===== config.mk =====
export PLATFORM = sky130hd
export DESIGN_NAME = alu_pipe
export DESIGN_NICKNAME = d
export VERILOG_FILES = /design/src/rtl/alu_pkg.sv /design/src/rtl/alu_datapath.sv /design/src/rtl/alu_pipe.sv
export SDC_FILE = /design/constraint.sdc
export NUM_CORES = 1
export LEC_CHECK = 0
export ABC_AREA = 1
export CORE_MARGIN = 10
export CORE_UTILIZATION = 41
export CTS_CLUSTER_DIAMETER = 100
export DETAILED_ROUTE_END_ITERATION = 8
export HOLD_SLACK_MARGIN = 0.02
export PLACE_DENSITY = 0.64
export SETUP_SLACK_MARGIN = 0.4
export SYNTH_ARGS = -nofsm -noshare
export SYNTH_HDL_FRONTEND = slang
export SYNTH_SLANG_ARGS = --single-unit

===== constraint.sdc =====
create_clock -name clock -period 3 [get_ports clock]
set_clock_uncertainty 0.15 [all_clocks]
set_input_delay 0.75 -clock clock [delete_from_list [all_inputs] [get_ports clock]]
set_output_delay 0.75 -clock clock [all_outputs]
set_load 0.05 [all_outputs]

===== src/rtl/alu_pkg.sv =====
// Shared opcode encodings (MIPS funct codes) and flag bit positions for the ALU pipeline.
package alu_pkg;

  localparam logic [5:0] OP_ADD = 6'b100000;
  localparam logic [5:0] OP_SUB = 6'b100010;
  localparam logic [5:0] OP_AND = 6'b100100;
  localparam logic [5:0] OP_OR  = 6'b100101;
  localparam logic [5:0] OP_XOR = 6'b100110;
  localparam logic [5:0] OP_NOR = 6'b100111;
  localparam logic [5:0] OP_SLL = 6'b000000;
  localparam logic [5:0] OP_SRL = 6'b000010;
  localparam logic [5:0] OP_SRA = 6'b000011;
  localparam logic [5:0] OP_SLT = 6'b101010;

  localparam int unsigned FLG_Z = 3;
  localparam int unsigned FLG_N = 2;
  localparam int unsigned FLG_C = 1;
  localparam int unsigned FLG_V = 0;

endpackage


===== src/rtl/alu_datapath.sv =====
// Combinational ALU core: result, {Z,N,C,V} flags and unknown-opcode indication.
module alu_datapath #(
  parameter int unsigned N_BITS  = 8,
  parameter int unsigned N_OPS   = 6,
  parameter int unsigned SH_BITS = $clog2(N_BITS)
) (
  input  logic [N_BITS-1:0] a_i,
  input  logic [N_BITS-1:0] b_i,
  input  logic [N_OPS-1:0]  op_i,
  output logic [N_BITS-1:0] result_o,
  output logic [3:0]        flags_o,
  output logic              op_err_o
);
  import alu_pkg::*;

  logic [N_BITS:0]    sum;
  logic [N_BITS:0]    diff;
  logic [SH_BITS-1:0] sh;
  logic [N_BITS-1:0]  res;
  logic               carry;
  logic               ovf;
  logic               a_msb;
  logic               b_msb;

  assign sum   = {1'b0, a_i} + {1'b0, b_i};
  // Bit N_BITS of the widened difference is the unsigned borrow.
  assign diff  = {1'b0, a_i} - {1'b0, b_i};
  assign sh    = b_i[SH_BITS-1:0];
  assign a_msb = a_i[N_BITS-1];
  assign b_msb = b_i[N_BITS-1];

  always_comb begin
    res      = '0;
    carry    = 1'b0;
    ovf      = 1'b0;
    op_err_o = 1'b0;
    case (op_i)
      N_OPS'(OP_ADD): begin
        res   = sum[N_BITS-1:0];
        carry = sum[N_BITS];
        ovf   = (a_msb == b_msb) && (sum[N_BITS-1] != a_msb);
      end
      N_OPS'(OP_SUB): begin
        res   = diff[N_BITS-1:0];
        carry = diff[N_BITS];
        ovf   = (a_msb != b_msb) && (diff[N_BITS-1] != a_msb);
      end
      N_OPS'(OP_AND): res = a_i & b_i;
      N_OPS'(OP_OR):  res = a_i | b_i;
      N_OPS'(OP_XOR): res = a_i ^ b_i;
      N_OPS'(OP_NOR): res = ~(a_i | b_i);
      N_OPS'(OP_SLL): res = a_i << sh;
      N_OPS'(OP_SRL): res = a_i >> sh;
      N_OPS'(OP_SRA): res = $unsigned($signed(a_i) >>> sh);
      N_OPS'(OP_SLT): res = {{(N_BITS-1){1'b0}}, ($signed(a_i) < $signed(b_i))};
      default:        op_err_o = 1'b1;
    endcase
  end

  always_comb begin
    flags_o        = '0;
    flags_o[FLG_Z] = (res == '0);
    flags_o[FLG_N] = res[N_BITS-1];
    flags_o[FLG_C] = carry;
    flags_o[FLG_V] = ovf;
  end

  assign result_o = res;

endmodule


===== src/rtl/alu_pipe.sv =====
// Two-stage valid/ready ALU pipeline: S1 holds operands, S2 holds result/flags.
module alu_pipe #(
  parameter int unsigned N_BITS  = 8,
  parameter int unsigned N_OPS   = 6,
  parameter int unsigned SH_BITS = $clog2(N_BITS)
) (
  input  logic              clock,
  input  logic              reset_n,
  input  logic              In_Valid,
  output logic              In_Ready,
  input  logic [N_BITS-1:0] Data_A,
  input  logic [N_BITS-1:0] Data_B,
  input  logic [N_OPS-1:0]  Op,
  output logic              Out_Valid,
  input  logic              Out_Ready,
  output logic [N_BITS-1:0] Result,
  output logic [3:0]        Flags,
  output logic              Op_Err
);

  logic              s1_valid_q, s1_valid_d;
  logic [N_BITS-1:0] s1_a_q;
  logic [N_BITS-1:0] s1_b_q;
  logic [N_OPS-1:0]  s1_op_q;
  logic              s2_valid_q, s2_valid_d;
  logic [N_BITS-1:0] s2_result_q;
  logic [3:0]        s2_flags_q;
  logic              s2_err_q;

  logic              adv1, adv2;
  logic              s1_load, s2_load;
  logic [N_BITS-1:0] dp_result;
  logic [3:0]        dp_flags;
  logic              dp_err;

  // A stage may advance when it is empty or its successor is draining this cycle.
  assign adv2     = !s2_valid_q || Out_Ready;
  assign adv1     = !s1_valid_q || adv2;
  assign In_Ready = adv1;
  assign s1_load  = In_Valid && adv1;
  assign s2_load  = s1_valid_q && adv2;

  always_comb begin
    s1_valid_d = s1_valid_q;
    s2_valid_d = s2_valid_q;
    if (adv1) s1_valid_d = In_Valid;
    if (adv2) s2_valid_d = s1_valid_q;
  end

  alu_datapath #(
    .N_BITS  (N_BITS),
    .N_OPS   (N_OPS),
    .SH_BITS (SH_BITS)
  ) u_datapath (
    .a_i      (s1_a_q),
    .b_i      (s1_b_q),
    .op_i     (s1_op_q),
    .result_o (dp_result),
    .flags_o  (dp_flags),
    .op_err_o (dp_err)
  );

  always_ff @(posedge clock or negedge reset_n) begin
    if (!reset_n) begin
      s1_valid_q <= 1'b0;
      s1_a_q     <= '0;
      s1_b_q     <= '0;
      s1_op_q    <= '0;
    end else begin
      s1_valid_q <= s1_valid_d;
      if (s1_load) begin
        s1_a_q  <= Data_A;
        s1_b_q  <= Data_B;
        s1_op_q <= Op;
      end
    end
  end

  // Result registers only load on a stage advance, so they hold while stalled or idle.
  always_ff @(posedge clock or negedge reset_n) begin
    if (!reset_n) begin
      s2_valid_q  <= 1'b0;
      s2_result_q <= '0;
      s2_flags_q  <= '0;
      s2_err_q    <= 1'b0;
    end else begin
      s2_valid_q <= s2_valid_d;
      if (s2_load) begin
        s2_result_q <= dp_result;
        s2_flags_q  <= dp_flags;
        s2_err_q    <= dp_err;
      end
    end
  end

  assign Out_Valid = s2_valid_q;
  assign Result    = s2_result_q;
  assign Flags     = s2_flags_q;
  assign Op_Err    = s2_err_q;

endmodule


==> run summary <==
### Outcome
* finished clean — outcome

### Power and ir drop
* 266 uV — Worst VDD drop
* 553 nW/um^2 — Pwr Density
* 0.00225 W — Total Power
* 2.10 nW — Pleak

### Worst setup path
* primary output — Worst setup EP type
* primary input — sort of element at the start of the critical path
* 3 — critical-path maximum fanout
* in -> out — type of the worst setup path
* 2.10 ns — critical path required time
* 12 — Worst R2R Path Depth
* 1.58 ns — critical path data arrival time

### Floorplan
* 41 — boundary pin count
* 33 — number of standard-cell rows in the floorplan
* 112 um — width of the die
* 112 um — die height
* 8220 sq um — core region area
* 42.3% — effective utilization at floorplan
* 12500 sq um — floorplan die area

### Hold path
* reg -> reg — path type of the worst min-delay path
* 2 — cell depth of the worst hold path

### Layout
* 649 — Layout Nets
* 701 — number of non-filler instances in the completed layout
* sky130_fd_sc_hd__nand2_1, sky130_fd_sc_hd__nand3_1, sky130_fd_sc_hd__nor2_1, sky130_fd_sc_hd__inv_1, sky130_fd_sc_hd__clkdlybuf4s50_1 — commonest cells after routing, fill and taps aside
* 0 — antenna diode instance count
* sky130_fd_sc_hd__nand2_1 — most frequent standard cell in the layout excluding fill and tap cells
* 7.89% — fraction of final layout cells sized beyond drive strength 1
* 872 — number of filler instances in the final layout
* 49.6% — Layout Utilization
* 4070 sq um — total non-filler cell area in the finished layout
* 17.3% — layout-stage area growth over the synthesis result

### Routing
* 276 — count of routing violations after the opening detailed-route iteration
* 3611 — count of vias placed by the detailed router
* 5 — number of optimization iterations in the first detailed-route pass
* 15.0 um — routed wire length per instance
* 0 — antenna-violating nets left
* 0 — Post-route DRC
* 10500 um — wirelength, routed
* 5.15 — via-per-instance ratio

### Timing
* 0.403 GHz — highest achievable clock rate
* 2.48 ns — Period minus WS final
* 0 — total of endpoints with negative setup slack in the final report
* 44.9% — Max transition margin
* 0 — number of pins with negative max-slew slack in the final report
* 0.827 ns — Tightest Pin Transition
* 0 — Final Hold Fails
* 0 ns — summed negative setup slack over all endpoints
* 82.7% — final period utilization
* false — RSZ-0062 raised after global routing

### Placed design
* 40 — buffers added on ports
* 0.919 — RePlAce Congestion
* 3960 sq um — area post-placement
* 8390 um — DPL Wire Length
* 694 — DP Cell Count

### Global routing
* 46 — largest net degree at the start of global routing
* 3514 — number of global-route vias before repair
* 0 — antenna violations before repair
* 0 — residual overflow from global routing
* 18000 um — first-pass GRT wire length
* 17.0% — combined global-route utilization of all metal layers

### Logic synthesis
* 563 — Synth Instances
* 6.17 sq um — Post-Synthesis Mean Instance Area
* 25.9% — proportion of synthesized chip area in sequential cells
* 3470 sq um — Mapped Area
* 0 — Synthesis Warnings
* 36 — number of flip-flops and latches in the synthesized netlist
* 33 — post-synth cell types
* 616 — nets in the synthesized netlist

### Clock tree
* 36 — CTS sink count
* done — clock tree from TritonCTS
* 0.07 ns — clock transition time at the flip-flop clock pins of the worst setup and hold paths
* 0 — Setup Buffers After CTS
* 0.30 ns — clock latency on the worst-skew pair
* 2 — H-tree levels
* 2 — clock buffer depth
* sky130_fd_sc_hd__clkbuf_8 — clock root buffer master
* 5 — number of CTS-inserted buffers

### Run
* 0 — maxcap violations

==> layout make-up <==
type,count,area [sq um],share of cell area [%]
timing repair buffer,49,473,11.6
tap,105,131,3.22
sequential,36,907,22.3
inverter,59,224,5.50
multi-input combinational,445,2240,55.0
clock buffer,7,96.3,2.36
==> sequential cells by signal, summed over array words and instances (netlist names) <==
signal,flops
Op_Err,1
Result,7
Out_Valid,1
s1_valid_q,1
s1_b_q,8
Flags,4
s1_op_q,6
s1_a_q,8
==> routing by layer <==
layer | vias to the layer above | global-route usage, % | wire (um)
met5 | - | 0 | 0
met4 | 0 | 4.48 | 189
met3 | 18 | 3.04 | 590
met2 | 103 | 27.9 | 4980
met1 | 1624 | 22.5 | 4770
li1 | 1866 | - | -
==> Yosys cell counts <==
master	number	share of area [%]
sky130_fd_sc_hd__clkbuf_1	6	0.65
sky130_fd_sc_hd__o211ai_1	1	0.22
sky130_fd_sc_hd__o21ai_1	1	0.14
sky130_fd_sc_hd__o21ai_0	11	1.6
sky130_fd_sc_hd__nor2_4	4	1.3
sky130_fd_sc_hd__nor3_1	2	0.29
sky130_fd_sc_hd__o21bai_1	1	0.22
sky130_fd_sc_hd__inv_4	1	0.18
sky130_fd_sc_hd__and2_1	2	0.36
sky130_fd_sc_hd__ha_1	25	9.0
sky130_fd_sc_hd__nor2_2	3	0.54
sky130_fd_sc_hd__buf_2	13	1.9
sky130_fd_sc_hd__nand3_1	84	12
sky130_fd_sc_hd__o41ai_1	1	0.25
sky130_fd_sc_hd__fa_1	2	1.2
sky130_fd_sc_hd__nand3_2	2	0.58
sky130_fd_sc_hd__nand2_1	173	19
sky130_fd_sc_hd__buf_6	1	0.32
sky130_fd_sc_hd__nand2_2	5	0.90
sky130_fd_sc_hd__buf_4	2	0.43
sky130_fd_sc_hd__nand3b_1	3	0.65
sky130_fd_sc_hd__nand4_1	8	1.4
sky130_fd_sc_hd__buf_1	1	0.11
sky130_fd_sc_hd__inv_1	54	5.8
sky130_fd_sc_hd__xnor2_1	1	0.25
sky130_fd_sc_hd__a31oi_1	4	0.72
sky130_fd_sc_hd__a21oi_1	37	5.3
sky130_fd_sc_hd__xor2_1	2	0.50
sky130_fd_sc_hd__clkinv_1	1	0.11
sky130_fd_sc_hd__nor2_1	72	7.8
sky130_fd_sc_hd__inv_2	3	0.32
sky130_fd_sc_hd__dfrtp_1	36	26
sky130_fd_sc_hd__nor4_1	1	0.18
==> worst paths after layout <==
kind | from | end | slack, ns
worst min register to register | Flags[3] | Flags[3] | 0.34
worst min-delay path | Flags[3] | Flags[3] | 0.34
worst max-delay path | Out_Ready | In_Ready | 0.52
max in group asynchronous | reset_n | s1_a_q[3] | 1.73
worst max register to register | s1_a_q[4] | Flags[3] | 0.64
min in group asynchronous | reset_n | s1_valid_q | 0.39
==> where the power goes <==
part           internal [W]  total (W)  switching, W
Combinational      0.000404    0.00119      0.000788
Sequential         0.000571   0.000660     0.0000889
Clock              0.000205   0.000401      0.000196
==> kinds of logic after synthesis <==
| kind of cell | synth area share [%] |
|---|---|
| xor gates and xnor gates | 0.757 |
| and+or+nand+nor | 44.8 |
| AOI/OAI and AO/OA | 8.47 |
| DFF | 25.9 |
| buffers and inverters | 9.84 |
| adders and majority gates | 10.2 |
==> worst max-delay path, cell delays in order <==
cell and delay [ns]:
sky130_fd_sc_hd__clkdlybuf4s50_1 0.40, sky130_fd_sc_hd__inv_1 0.08, sky130_fd_sc_hd__nand3_1 0.15, sky130_fd_sc_hd__buf_12 0.20
==> per-stage QoR <==
stage | hold WS, ns | worst slack [ns]
floorplan | 0.297 | 0.655
global placement | 0.316 | 0.526
detailed placement | 0.312 | 0.482
CTS | 0.340 | 0.513
global route | 0.359 | 0.399
finish | 0.340 | 0.518
==> what timing repair did <==
action,CTS,global route
hold buffers,0,0
endpoints found under the hold margin,0,0
resized for setup,0,11
setup endpoints to repair,0,2
Note: power is estimated with default switching activity, not from simulation.
